<file path="config.mk">
export PLATFORM = sky130hd
export DESIGN_NAME = alu_shift_sequencer
export DESIGN_NICKNAME = d
export VERILOG_FILES = /design/src/rtl/alu_shift_pkg.sv /design/src/rtl/bit_reverse32.sv /design/src/rtl/alu_shift_sequencer.sv
export SDC_FILE = /design/constraint.sdc
export NUM_CORES = 1
export LEC_CHECK = 0
export CAP_MARGIN = 20
export CORE_AREA = 10 10 96 98
export CTS_BUF_LIST = sky130_fd_sc_hd__clkbuf_2
export CTS_CLUSTER_SIZE = 14
export DETAILED_ROUTE_END_ITERATION = 12
export DIE_AREA = 0 0 106 108
export HOLD_SLACK_MARGIN = 0.05
export PLACE_DENSITY = 0.84
export SETUP_SLACK_MARGIN = 0.3
export SKIP_CTS_REPAIR_TIMING = 1
export SYNTH_ARGS = -nofsm -noshare
export SYNTH_HDL_FRONTEND = slang
export SYNTH_SLANG_ARGS = --single-unit
</file>
<file path="constraint.sdc">
create_clock -name clk -period 3.8 [get_ports clk]
set_input_delay 0.38 -clock clk [delete_from_list [all_inputs] [get_ports clk]]
set_output_delay 0.38 -clock clk [all_outputs]
set_load 0.03 [all_outputs]
</file>
<file path="src/rtl/alu_shift_pkg.sv">
// Shared constants, op codes and state encoding for the multi-cycle shift/rotate unit.
package alu_shift_pkg;
    localparam int WIDTH   = 32;
    localparam int SHAMT_W = 5;

    localparam logic [2:0] OP_SLL = 3'b000;
    localparam logic [2:0] OP_SRL = 3'b001;
    localparam logic [2:0] OP_SRA = 3'b010;
    localparam logic [2:0] OP_ROL = 3'b011;
    localparam logic [2:0] OP_ROR = 3'b100;

    typedef enum logic [1:0] {
        ST_IDLE  = 2'd0,
        ST_SHIFT = 2'd1,
        ST_DONE  = 2'd2
    } state_t;

    // Right-going ops run on the left-shift datapath with a bit-reversed operand.
    function automatic logic is_right(input logic [2:0] op);
        return (op == OP_SRL) || (op == OP_SRA) || (op == OP_ROR);
    endfunction

    function automatic logic is_reserved(input logic [2:0] op);
        return op > OP_ROR;
    endfunction
endpackage

</file>
<file path="src/rtl/bit_reverse32.sv">
// Combinational 32-bit bit reversal assembled from two 16-bit reversers.
module Reverser16 (
    input  logic [15:0] d_i,
    output logic [15:0] d_o
);
    for (genvar i = 0; i < 16; i++) begin : g_rev
        assign d_o[i] = d_i[15-i];
    end
endmodule

module bit_reverse32 (
    input  logic [31:0] d_i,
    output logic [31:0] d_o
);
    // The low half reversed becomes the high half, and vice versa.
    Reverser16 u_rev_lo (.d_i(d_i[15:0]),  .d_o(d_o[31:16]));
    Reverser16 u_rev_hi (.d_i(d_i[31:16]), .d_o(d_o[15:0]));
endmodule

</file>
<file path="src/rtl/alu_shift_sequencer.sv">
// One-bit-per-clock shift/rotate sequencer with valid/ready handshakes on input and result.
module alu_shift_sequencer
    import alu_shift_pkg::*;
(
    input  logic                 clk,
    input  logic                 reset_n,
    input  logic                 in_valid,
    output logic                 in_ready,
    input  logic [2:0]           op,
    input  logic [WIDTH-1:0]     a,
    input  logic [SHAMT_W-1:0]   shamt,
    output logic                 out_valid,
    input  logic                 out_ready,
    output logic [WIDTH-1:0]     result,
    output logic                 err
);
    state_t               state_q, state_d;
    logic [WIDTH-1:0]     work_q, work_d;
    logic [SHAMT_W-1:0]   count_q, count_d;
    logic [2:0]           op_q, op_d;
    logic                 sign_q, sign_d;
    logic [WIDTH-1:0]     result_q, result_d;
    logic                 err_q, err_d;
    logic                 fill;
    logic                 load_result;
    logic [WIDTH-1:0]     a_rev;
    logic [WIDTH-1:0]     work_d_rev;

    bit_reverse32 u_load_rev   (.d_i(a),      .d_o(a_rev));
    bit_reverse32 u_result_rev (.d_i(work_d), .d_o(work_d_rev));

    always_ff @(posedge clk or negedge reset_n) begin
        if (!reset_n) begin
            state_q  <= ST_IDLE;
            work_q   <= '0;
            count_q  <= '0;
            op_q     <= OP_SLL;
            sign_q   <= 1'b0;
            result_q <= '0;
            err_q    <= 1'b0;
        end else begin
            state_q  <= state_d;
            work_q   <= work_d;
            count_q  <= count_d;
            op_q     <= op_d;
            sign_q   <= sign_d;
            result_q <= result_d;
            err_q    <= err_d;
        end
    end

    always_comb begin
        state_d     = state_q;
        work_d      = work_q;
        count_d     = count_q;
        op_d        = op_q;
        sign_d      = sign_q;
        result_d    = result_q;
        err_d       = err_q;
        fill        = 1'b0;
        load_result = 1'b0;

        case (state_q)
            ST_IDLE: begin
                if (in_valid) begin
                    op_d   = op;
                    sign_d = a[WIDTH-1];
                    if (is_reserved(op)) begin
                        // Reserved ops pass the operand through untouched.
                        work_d      = a;
                        count_d     = '0;
                        state_d     = ST_DONE;
                        load_result = 1'b1;
                    end else begin
                        work_d  = is_right(op) ? a_rev : a;
                        count_d = shamt;
                        if (shamt != '0) begin
                            state_d = ST_SHIFT;
                        end else begin
                            state_d     = ST_DONE;
                            load_result = 1'b1;
                        end
                    end
                end
            end
            ST_SHIFT: begin
                case (op_q)
                    OP_SRA:         fill = sign_q;
                    OP_ROL, OP_ROR: fill = work_q[WIDTH-1];
                    default:        fill = 1'b0;
                endcase
                work_d  = {work_q[WIDTH-2:0], fill};
                count_d = count_q - 1'b1;
                if (count_q == SHAMT_W'(1)) begin
                    state_d     = ST_DONE;
                    load_result = 1'b1;
                end
            end
            ST_DONE: begin
                if (out_ready) begin
                    state_d = ST_IDLE;
                end
            end
            default: state_d = ST_IDLE;
        endcase

        // Result and err are captured only on entry to DONE so they stay stable under back-pressure.
        if (load_result) begin
            result_d = is_right(op_d) ? work_d_rev : work_d;
            err_d    = is_reserved(op_d);
        end
    end

    assign in_ready  = (state_q == ST_IDLE);
    assign out_valid = (state_q == ST_DONE);
    assign result    = result_q;
    assign err       = err_q;
endmodule
</file>
==> results of run 1 <==
-- worst min path at each step --
stage / start / end / cells after the start
6_report: shamt[1] / count_q[1] / 3
5_1_grt: shamt[3] / count_q[3] / 2
4_1_cts: reset_n / result[17] / 1
3_5_place_dp: err / err / 2
3_3_place_gp: err / err / 2
2_1_floorplan: reset_n / count_q[0] / 0
-- worst min-delay path, delay by kind of cell --
kind,cells,cell delay [ps]
AO/OA/AOI/OAI,1,90
buffers and inverters,1,420
AND/OR/NAND/NOR,1,80
-- power by group through the flow --
stage               clock [W]  combinational, W  sequential [W]
floorplan                   0           0.00135         0.00179
global placement            0           0.00227         0.00158
detailed placement          0           0.00236         0.00159
CTS                  0.000381           0.00236         0.00157
global route         0.000412           0.00257         0.00163
finish               0.000379           0.00237         0.00159
-- metrics by stage --
step | worst slack, ps | area, µm² | total power (W)
6_report | 871 | 5060 | 0.00434
2_1_floorplan | 1830 | 4150 | 0.00314
3_3_place_gp | 962 | 4960 | 0.00385
4_1_cts | 922 | 5050 | 0.00432
5_1_grt | 739 | 5060 | 0.00461
3_5_place_dp | 822 | 4960 | 0.00395
-- sequential cells by signal, summed over array words and instances (netlist names) --
register and count:
count_q 5, op_q 3, work_q 32, result 32
err 1, sign_q 1, state_q 2
-- logic make-up after synthesis --
logic type | Yosys count | synth area share
AO/OA/AOI/OAI | 181 | 0.306
flip-flops | 76 | 0.459
multiplexers | 38 | 0.0941
XOR/XNOR | 3 | 0.00634
buffers and inverters | 45 | 0.0486
AND/OR/NAND/NOR | 65 | 0.0799
adder cells (fa/ha/maj) | 2 | 0.00603
-- cell type report --
type                       count  area share
multi-input combinational    289       0.407
sequential                    76       0.376
timing repair buffer          87       0.168
tap                          102      0.0252
clock buffer                   9     0.00890
clock inverter                 7     0.00841
inverter                      10     0.00742
-- layout by cell type (no fill, tap or decap), types with 9 or more instances in the layout --
master	instances
sky130_fd_sc_hd__dfrtp_1	76
sky130_fd_sc_hd__a221o_1	32
sky130_fd_sc_hd__a211oi_1	26
sky130_fd_sc_hd__mux2i_1	30
sky130_fd_sc_hd__clkbuf_2	9
sky130_fd_sc_hd__buf_4	9
sky130_fd_sc_hd__inv_1	10
sky130_fd_sc_hd__clkdlybuf4s50_1	77
sky130_fd_sc_hd__a21oi_1	63
sky130_fd_sc_hd__o22ai_1	32
sky130_fd_sc_hd__nor2_1	37
-- layer usage --
layer  global-route usage  vias to the layer above  routed length, µm  part of all wire
met2                0.331                      133               5860              0.51
met5                    0                        -                  0                 0
li1                     -                     1727                  -                 -
met1                0.247                     1860               4800              0.42
met3               0.0393                       20                728             0.063
met4               0.0735                        0                164             0.014
==> summary.md, run 1 <==
| Metric | Value |
|---|---|
| Count of input and output buffers | 78 |
| DRC | 0 |
| Die height | 108 µm |
| R2R Setup Slk | roughly 870 ps |
| Diode count | 0 |
| Share of post-route cells with drive strength above 1 | 0.0921 |
| Req. time, crit path | between 4000 and 5000 ps |
| Total count of hold-check failures in the final report | 0 |
| Crit Path Class | reg -> reg |
| Worst clock skew | roughly 25 ps |
| Most area-consuming cells after synthesis | sky130_fd_sc_hd__dfrtp_1, sky130_fd_sc_hd__a221o_1, sky130_fd_sc_hd__a21oi_1, sky130_fd_sc_hd__mux2i_1, sky130_fd_sc_hd__o22ai_1 |
| Largest delay contributor family on the critical path | compound AO/OA/AOI/OAI gates |
| DR vias/cell | about 6.4 |
| Die width | between 100 and 150 µm |
| Share of power burned in combinational logic | 0.547 |
| Pins Over Slew Limit | 0 |
| Number of global-route vias before repair | between 3000 and 4000 |
| Global placer's final weighted congestion | ~0.80 |
| Final sum of negative setup slack | 0 ps |
| Placement Rows | 32 |
| Worst setup EP type | register |
| Buf/Inv on CP | 1 |
| Die footprint | about 11000 µm² |
| Max Freq | around 340 MHz |
| Yosys Warn Count | 0 |
| Total global routing track utilization | 0.197 |
| Number of routed nets with antenna violations | 0 |
| Logic depth of the worst register-to-register path | 6 |
| Flop and latch count out of synthesis | 76 |
| Area Overhead vs Synth | 22.0% |
| Asr flop ratio synth | 1.00 |
| CTS tree | built |
| RSZ-0062 raised after global routing | no |
| Post-Route WL | approximately 12000 µm |
| HP Class | in -> reg |
| Remaining Overflow, GRT | 0 |
| Synthesized netlist cell count | slightly above 400 |
| Post-layout instance count excluding filler cells | between 500 and 600 |
| CP endpoint | result[20] |
| Final hold slack | ~470 ps |
| Share of the core filled with cells | 0.679 |
| Result of the run | completed |
| H-Tree Level Count | 3 |
| Net switching power | a little over 0.002 W |
| Final layout net count | between 500 and 600 |
| Wire length per cell after detailed routing | approximately 20 µm |
| Register area | about 1900 µm² |
| Sw Ratio | 0.476 |
| Number of I/O pins | between 70 and 80 |
| Initial core utilization | 0.557 |
| Crit path launch | state_q[1] |
| Insertion delay of the later-clocked pin in the worst-skew pair | about 540 ps |
| Startpoint type of the worst setup path | register |
| Max-cap violations | 0 |
| Total placed cells including tap cells | 563 |
| Max-slew headroom at the worst pin | 0.373 |
| Critical-path cell with the highest stage delay | sky130_fd_sc_hd__dfrtp_1 |
| Count of flip-flops with a built-in enable after synthesis | 0 |
| Synthesized net count | about 460 |
| Leading area contributor after synthesis | sky130_fd_sc_hd__dfrtp_1 |
| Critical R2R Launch | state_q[1] |
| Max Buffers Root-to-Sink | 2 |
| Critical path, cell by cell | nand2b_2 -> nor2_4 -> a21oi_4 -> buf_4 -> a2111oi_1 -> a221o_1 |
| 1st-pass router iterations | 5 |
| Sequential element share of the synthesized area | 0.459 |
| Setup violations, final | 0 |
| Footprint of the multi-input gates | between 2000 and 2500 µm² |
| Starting DRT DRC Count | approximately 340 |
| Wire length of the first global-routing pass | 18800 µm |
| Largest net degree at the start of global routing | 87 |
| HPWL reported at the end of detailed placement | ~8000 µm |
| Clk sinks | 76 |
| Top cell types by occurrence after synthesis | sky130_fd_sc_hd__dfrtp_1, sky130_fd_sc_hd__a21oi_1, sky130_fd_sc_hd__nor2_1 |
| Int Power | about 0.0023 W |
| Crit path max fanout | 32 |
| Synth Flop Type | sky130_fd_sc_hd__dfrtp_1 |
| Overall via count from detail_route | around 3700 |
| Worst path arrival time | roughly 3400 ps |
| Endpoint of the lowest-slack register-to-register path | result[20] |
| Transition time of the tightest slew-check pin | approximately 940 ps |
| CP peak stage delay | about 760 ps |
| Most common cell in the synthesized netlist | sky130_fd_sc_hd__dfrtp_1 |
| Mean Syn Cell Area | 10.1 µm² |
| Leakage power of the design | ~2.0 nW |
| Instance count on the critical path | 6 |
| Post-layout min period | between 2000 and 3000 ps |
| Filler cells | approximately 610 |
| Final period util | 0.771 |
| Total power divided by cell area | 857 nW/µm² |
| Clock buffer count from CTS | 9 |
| Clock Pin Slew Worst Setup and Hold Paths | 200 ps |
| Antenna violations before repair | 0 |
| Largest voltage drop on the vdd net | 0.505 mV |
| Share of power burned in the clock network | 0.087 |
| Sequential group share of total power | 0.366 |
| Yosys cell types | 47 |
| Root Buffer Master | sky130_fd_sc_hd__clkbuf_2 |
| Syn Std Cell Area | between 4000 and 5000 µm² |
| Fraction of synthesized cell area taken by the top area cell type | 0.459 |
| Placeable core region | 7450 µm² |
No activity file was read; power rests on OpenSTA's default activity.
==> run 2: changes to the inputs <==
Settings changed: CORE_AREA 10 10 96 98 to 10 10 99 101, DIE_AREA 0 0 106 108 to 0 0 109 111, PLACE_DENSITY 0.84 to 0.79.
Clock period 3.8 ns to 2.77 ns, I/O delays scaled along.
==> run 2 against run 1 <==
Register-to-register slack got worse by 350 ps. Global-route usage decreased by 1.3 points. Sequential share of layout area down 1.0 points. First-iteration DRC count decreased by 5.7%. Largest cell class unchanged.
==> summary.md, run 2 (synthesis gave the netlist of run 1 again) <==
| Metric | Value |
|---|---|
| Result of the run | completed (unchanged) |
| Largest voltage drop on the vdd net | 0.593 mV (was 0.505 mV) |
| Placement Rows | 33 (was 32) |
| Number of I/O pins | 79 (unchanged) |
| Filler cells | 624 (was 606) |
| Crit path max fanout | 18 (was 32) |
| Top library cells by usage in the layout, fill and taps aside | sky130_fd_sc_hd__clkdlybuf4s50_1, sky130_fd_sc_hd__dfrtp_1, sky130_fd_sc_hd__a21oi_1 (unchanged) |
| Clock buffer count from CTS | 9 (unchanged) |
| R2R Setup Slk | 520 ps (was 870 ps) |
| RSZ-0062 raised after global routing | no (unchanged) |
| Share of the core filled with cells | 0.653 (was 0.679) |
| HP Class | in -> reg (unchanged) |
| Total global routing track utilization | 0.184 (was 0.197) |
| Share of post-route cells with drive strength above 1 | 0.106 (was 0.0921) |
| Wire length per cell after detailed routing | 19.4 µm (was 19.9 µm) |
| Die height | 111 µm (was 108 µm) |
| Post-Route WL | 11400 µm (was 11600 µm) |
| Number of global-route vias before repair | 3480 (was 3754) |
| Startpoint type of the worst setup path | register (unchanged) |
| Max Buffers Root-to-Sink | 2 (unchanged) |
| Clk sinks | 76 (unchanged) |
| H-Tree Level Count | 3 (unchanged) |
| Pins Over Slew Limit | 0 (unchanged) |
| Worst setup EP type | output pin (was register) |
| Hold endpoint | count_q[1] (unchanged) |
| Transition time of the tightest slew-check pin | 947 ps (was 940 ps) |
| Post-layout min period | ~2300 ps |
| Global placer's final weighted congestion | 0.891 (was 0.804) |
| HPWL reported at the end of detailed placement | 8040 µm (was 8010 µm) |
| Final period util | 0.839 |
| Leakage power of the design | 2.10 nW (was 2.03 nW) |
| Number of cells on the worst hold path | 3 (unchanged) |
| Clock Pin Slew Worst Setup and Hold Paths | 200 ps (about the same) |
| DR vias/cell | 6.34 (was 6.45) |
| Crit Path Class | reg -> out (was reg -> reg) |
| Worst clock skew | 29.2 ps (was 25.0 ps) |
| Count of input and output buffers | 78 (unchanged) |
| Largest net degree at the start of global routing | 77 (was 87) |
| Area Overhead vs Synth | 25.5% (was 22.0%) |
| Total power divided by cell area | 1200 nW/µm² (was 857 nW/µm²) |
| Critical R2R Launch | state_q[0] (was state_q[1]) |
| Req. time, crit path | 2490 ps (was 4240 ps) |
| Total count of hold-check failures in the final report | 0 (unchanged) |
| Initial core utilization | 0.520 (was 0.557) |
| Insertion delay of the later-clocked pin in the worst-skew pair | 510 ps (was 540 ps) |
| Logic depth of the worst register-to-register path | 6 (unchanged) |
| Worst path arrival time | 2050 ps (was 3370 ps) |
| Root Buffer Master | sky130_fd_sc_hd__clkbuf_2 (unchanged) |
| Wire length of the first global-routing pass | 18100 µm (was 18800 µm) |
| Antenna violations before repair | 1 (was 0) |
| Die width | 109 µm (was 106 µm) |
| Overall via count from detail_route | 3733 (was 3740) |
| Placeable core region | 7970 µm² (was 7450 µm²) |
| Number of routed nets with antenna violations | 0 (unchanged) |
| Final layout net count | 525 (was 519) |
| Register area | 1900 µm² (about the same) |
| CTS tree | built (unchanged) |
| Max-cap violations | 0 (unchanged) |
| Endpoint of the lowest-slack register-to-register path | result[12] (was result[20]) |
| Post-layout power | 0.00626 W (was 0.00434 W) |
| Commonest non-fill, non-tap cell in the layout | sky130_fd_sc_hd__clkdlybuf4s50_1 (unchanged) |
| Starting DRT DRC Count | 317 (was 336) |
| Footprint of the multi-input gates | 2060 µm² (unchanged) |
| Remaining Overflow, GRT | 0 (unchanged) |
| 1st-pass router iterations | 5 (unchanged) |
| Final sum of negative setup slack | 0 ps (unchanged) |
| Max-slew headroom at the worst pin | 0.369 (was 0.373) |
| Final hold slack | 412 ps (was 470 ps) |
| Max Freq | 430 MHz |
| Worst Hold Launch | shamt[1] (unchanged) |
| DRC | 0 (unchanged) |
| Setup violations, final | 0 (unchanged) |
| Die footprint | 12100 µm² (was 11400 µm²) |
==> run 2: layout make-up <==
cell class,instances,area share
Antenna cell,1,0.000481
Clock buffer,9,0.00865
Clock inverter,6,0.0214
Inverter,10,0.00721
Multi-Input combinational cell,289,0.395
Sequential cell,76,0.366
Tap cell,105,0.0252
Timing Repair Buffer,93,0.176
==> run 2: how the worst max path moves through the flow <==
stage | cells after the start | to | start
floorplan | 8 | result[29] | count_q[1]
CTS | 2 | out_valid | state_q[1]
global route | 2 | out_valid | state_q[0]
global placement | 7 | result[25] | op[1]
detailed placement | 7 | result[25] | op[1]
finish | 2 | out_valid | state_q[0]
==> run 2: per-stage QoR <==
step | cells | instance area (µm²) | setup WS [ps]
6_report | 589 | 5210 | 447
5_1_grt | 589 | 5210 | 323
4_1_cts | 587 | 5190 | 336
3_5_place_dp | 572 | 5040 | 284
3_3_place_gp | 572 | 5040 | 326
2_1_floorplan | 410 | 4150 | 799
==> run 2: where the power goes <==
part           total [W]  switching [W]  internal [W]
clock           0.000782       0.000396      0.000386
sequential       0.00218       0.000526       0.00165
combinational    0.00330        0.00189       0.00141
total            0.00626        0.00281       0.00345
==> run 2: per-layer routing <==
layer / GRT usage / routed length (µm) / vias to the layer above
met5: 0 / 0 / -
met3: 0.0488 / 878 / 17
met4: 0.0589 / 184 / 0
li1: - / - / 1755
met1: 0.242 / 4940 / 1802
met2: 0.287 / 5450 / 159
==> run 2: worst max-delay path, cell delays in order (launching register included) <==
cell                              delay, ps
sky130_fd_sc_hd__dfrtp_1                670
sky130_fd_sc_hd__nor2b_1                190
sky130_fd_sc_hd__clkdlybuf4s50_1        690
==> run 3: changes to the inputs <==
Clock period 2.77 ns to 2.2 ns, I/O delays scaled along.
==> run 3 against run 2 <==
Global-route usage is 0.78 points higher. Register-to-register slack worse by 440 ps. Worst hold slack worse by 290 ps. Die area stayed put. Critical path depth rose by 8. Flip-flop and latch count is the same. Power increased by 34%. Clock power decreased by 2%. Routed wire length grew 13%. Cell count grew 6.8%. Largest cell class unchanged. Highest routed layer unchanged.
==> summary.md, run 3 (synthesis gave the netlist of run 1 again) <==
| Metric | Value |
|---|---|
| Final period util | 0.962 |
| Number of routed nets with antenna violations | 0 (unchanged) |
| Total power divided by cell area | 1440 nW/µm² (was 1200 nW/µm²) |
| Number of I/O pins | 79 (unchanged) |
| Global-route met1 utilization | 0.234 (was 0.242) |
| Max-cap violations | 0 (unchanged) |
| Share of power burned in the clock network | 0.091 (was 0.125) |
| Post-layout instance count excluding filler cells | 629 (was 589) |
| Worst path arrival time | 2610 ps (was 2050 ps) |
| Clk sinks | 76 (unchanged) |
| Largest net degree at the start of global routing | 53 (was 77) |
| Max Freq | around 470 MHz |
| R2R Setup Slk | 80 ps (was 520 ps) |
| Wire length per cell after detailed routing | 20.5 µm (was 19.4 µm) |
| Placement Rows | 33 (unchanged) |
| Result of the run | completed (unchanged) |
| Placeable core region | 7970 µm² (unchanged) |
| Final layout net count | 565 (was 525) |
| Root Buffer Master | sky130_fd_sc_hd__clkbuf_2 (unchanged) |
| HP Class | in -> async (was in -> reg) |
| Initial core utilization | 0.520 (unchanged) |
| Share of power burned in combinational logic | 0.588 (was 0.527) |
| Crit Path Class | reg -> reg (was reg -> out) |
| Worst clock skew | 46.3 ps (was 29.2 ps) |
| Post-Route WL | 12900 µm (was 11400 µm) |
| Die height | 111 µm (unchanged) |
| Critical R2R Launch | count_q[1] (was state_q[0]) |
| Endpoint of the lowest-slack register-to-register path | result[2] (was result[12]) |
| Critical path, cell by cell | inv_2 -> ha_4 -> or4b_4 -> nor2_4 -> a21oi_4 -> buf_6 -> buf_6 -> nor2_4 -> clkbuf_16 -> a221o_1 (was nor2b_1 -> clkdlybuf4s50_1) |
| DRC | 0 (unchanged) |
| Max Buffers Root-to-Sink | 2 (unchanged) |
| Max-slew headroom at the worst pin | 0.629 (was 0.369) |
| Die footprint | 12100 µm² (unchanged) |
| Worst setup EP type | register (was output pin) |
| Number of global-route vias before repair | 3989 (was 3480) |
| Buf/Inv on CP | 4 (was 1) |
| Req. time, crit path | 2690 ps (was 2490 ps) |
| CP peak stage delay | 490 ps (was 690 ps) |
| Filler cells | 533 (was 624) |
| Transition time of the tightest slew-check pin | 556 ps (was 947 ps) |
| Clock buffer count from CTS | 9 (unchanged) |
| Critical-path cell with the highest stage delay | sky130_fd_sc_hd__or4b_4 (was sky130_fd_sc_hd__clkdlybuf4s50_1) |
| Clock Pin Slew Worst Setup and Hold Paths | 290 ps (was 200 ps) |
| Routing layer with the top usage in global route | met2 (unchanged) |
| Crit path max fanout | 5 (was 18) |
| Post-Place Worst Slack | -207 ps (was 284 ps) |
| CTS tree | built (unchanged) |
| Leakage power of the design | 2.71 nW (was 2.10 nW) |
| GR Util met2 | 0.317 (was 0.287) |
| Startpoint type of the worst setup path | register (unchanged) |
| Area Overhead vs Synth | 40.0% (was 25.5%) |
| Sw Ratio | 0.475 (was 0.449) |
| Met3 capacity usage during global routing | 0.0442 (was 0.0488) |
| Commonest non-fill, non-tap cell in the layout | sky130_fd_sc_hd__dfrtp_1 (was sky130_fd_sc_hd__clkdlybuf4s50_1) |
| Share of post-route cells with drive strength above 1 | 0.204 (was 0.106) |
| Die width | 109 µm (unchanged) |
| Total global routing track utilization | 0.192 (was 0.184) |
| Starting DRT DRC Count | 386 (was 317) |
| Crit path launch | count_q[1] (was state_q[0]) |
| Count of input and output buffers | 78 (unchanged) |
| Sequential group share of total power | 0.321 (was 0.348) |
| Antenna violations before repair | 0 (was 1) |
| Least setup slack across all paths after layout | 83.0 ps (was 447 ps) |
| Largest voltage drop on the vdd net | 0.863 mV (was 0.593 mV) |
| DR vias/cell | 6.45 (was 6.34) |
| Net switching power | 0.00398 W (was 0.00281 W) |
| Post-layout power | 0.00839 W (was 0.00626 W) |
| HPWL reported at the end of detailed placement | 8390 µm (was 8040 µm) |
| Instance count on the critical path | 10 (was 2) |
| RSZ-0062 raised after global routing | yes (was no) |
| Post-layout min period | between 2000 and 2500 ps |
| Overall via count from detail_route | 4055 (was 3733) |
| CP endpoint | result[2] (was out_valid) |
| Largest delay contributor family on the critical path | simple AND/OR/NAND/NOR gates (was buffers and inverters) |
| Total count of hold-check failures in the final report | 0 (unchanged) |
| Total placed cells including tap cells | 599 (was 572) |
| Pins Over Slew Limit | 0 (unchanged) |
| Footprint of the multi-input gates | 2200 µm² (was 2060 µm²) |
| Top library cells by usage in the layout, fill and taps aside | sky130_fd_sc_hd__dfrtp_1, sky130_fd_sc_hd__a21oi_1, sky130_fd_sc_hd__clkdlybuf4s50_1 (was sky130_fd_sc_hd__clkdlybuf4s50_1, sky130_fd_sc_hd__dfrtp_1, sky130_fd_sc_hd__a21oi_1) |
| Register area | 1900 µm² (about the same) |
| Global placer's final weighted congestion | 0.859 (was 0.891) |
| H-Tree Level Count | 3 (unchanged) |
| Insertion delay of the later-clocked pin in the worst-skew pair | 570 ps (was 510 ps) |
| Wire length of the first global-routing pass | 19100 µm (was 18100 µm) |
| 1st-pass router iterations | 5 (unchanged) |
| Logic depth of the worst register-to-register path | 10 (was 6) |
| Diode count | 0 (was 1) |
| Int Power | 0.00440 W (was 0.00345 W) |
| Setup violations, final | 0 (unchanged) |
| Remaining Overflow, GRT | 0 (unchanged) |
run 3: cell count changes in the layout (fill, tap and decap cells not counted), sizes merged:
cell / previous run / this run
clkinv: 1 / 2
dlymetal6s2s: 0 / 34
clkdlybuf4s50: 77 / 43
buf: 15 / 53
diode: 1 / 0
nor2: 40 / 41
clkbuf: 9 / 10
inv: 11 / 14
bufinv: 3 / 0
run 3: per-layer routing:
| metal | share of wire | routed length (µm) | vias to the layer above |
|---|---|---|---|
| li1 | - | - | 1828 |
| met1 | 0.41 | 5270 | 2021 |
| met2 | 0.51 | 6520 | 176 |
| met3 | 0.063 | 807 | 30 |
| met4 | 0.022 | 279 | 0 |
| met5 | 0 | 0 | - |
run 3: power groups by stage:
stage	clock network, W	registers (W)	logic (W)
6_report	0.000763	0.00269	0.00493
5_1_grt	0.000830	0.00275	0.00526
4_1_cts	0.000763	0.00267	0.00453
3_5_place_dp	0	0.00269	0.00453
3_3_place_gp	0	0.00266	0.00438
2_1_floorplan	0	0.00311	0.00239
run 3: final cells by class:
type / instances / area share
clock inverters: 7 / 0.0112
clock buffers: 9 / 0.00776
inverters: 10 / 0.00647
multi-input cells: 290 / 0.379
well taps: 105 / 0.0226
repair buffers: 132 / 0.245
flip-flops and latches: 76 / 0.328
run 3: worst min-delay path by stage:
stage	slack, ps	cells after the start	to
5_1_grt	120	2	result[18]
2_1_floorplan	-80	0	count_q[0]
3_3_place_gp	250	1	result[10]
6_report	120	2	result[18]
4_1_cts	-410	1	result[17]
3_5_place_dp	250	1	work_q[10]
run 3: stage by stage:
stage	utilization	hold slack (ps)	instance area, µm²	setup TNS, ps
after floorplan	-	-75.6	4190	0
after global placement	0.666	246	5310	-3350
after detailed placement	0.666	251	5310	-4850
after CTS	0.680	-411	5420	-1240
after global routing	0.729	124	5810	0
final	0.729	124	5810	0
run 3: worst register-to-register path, delay by kind of cell (launching register included):
kind	cells	cell delay (ps)
simple gates	3	810
buf+inv	4	510
flops	1	440
compound gates	2	190
fa+ha+maj	1	130
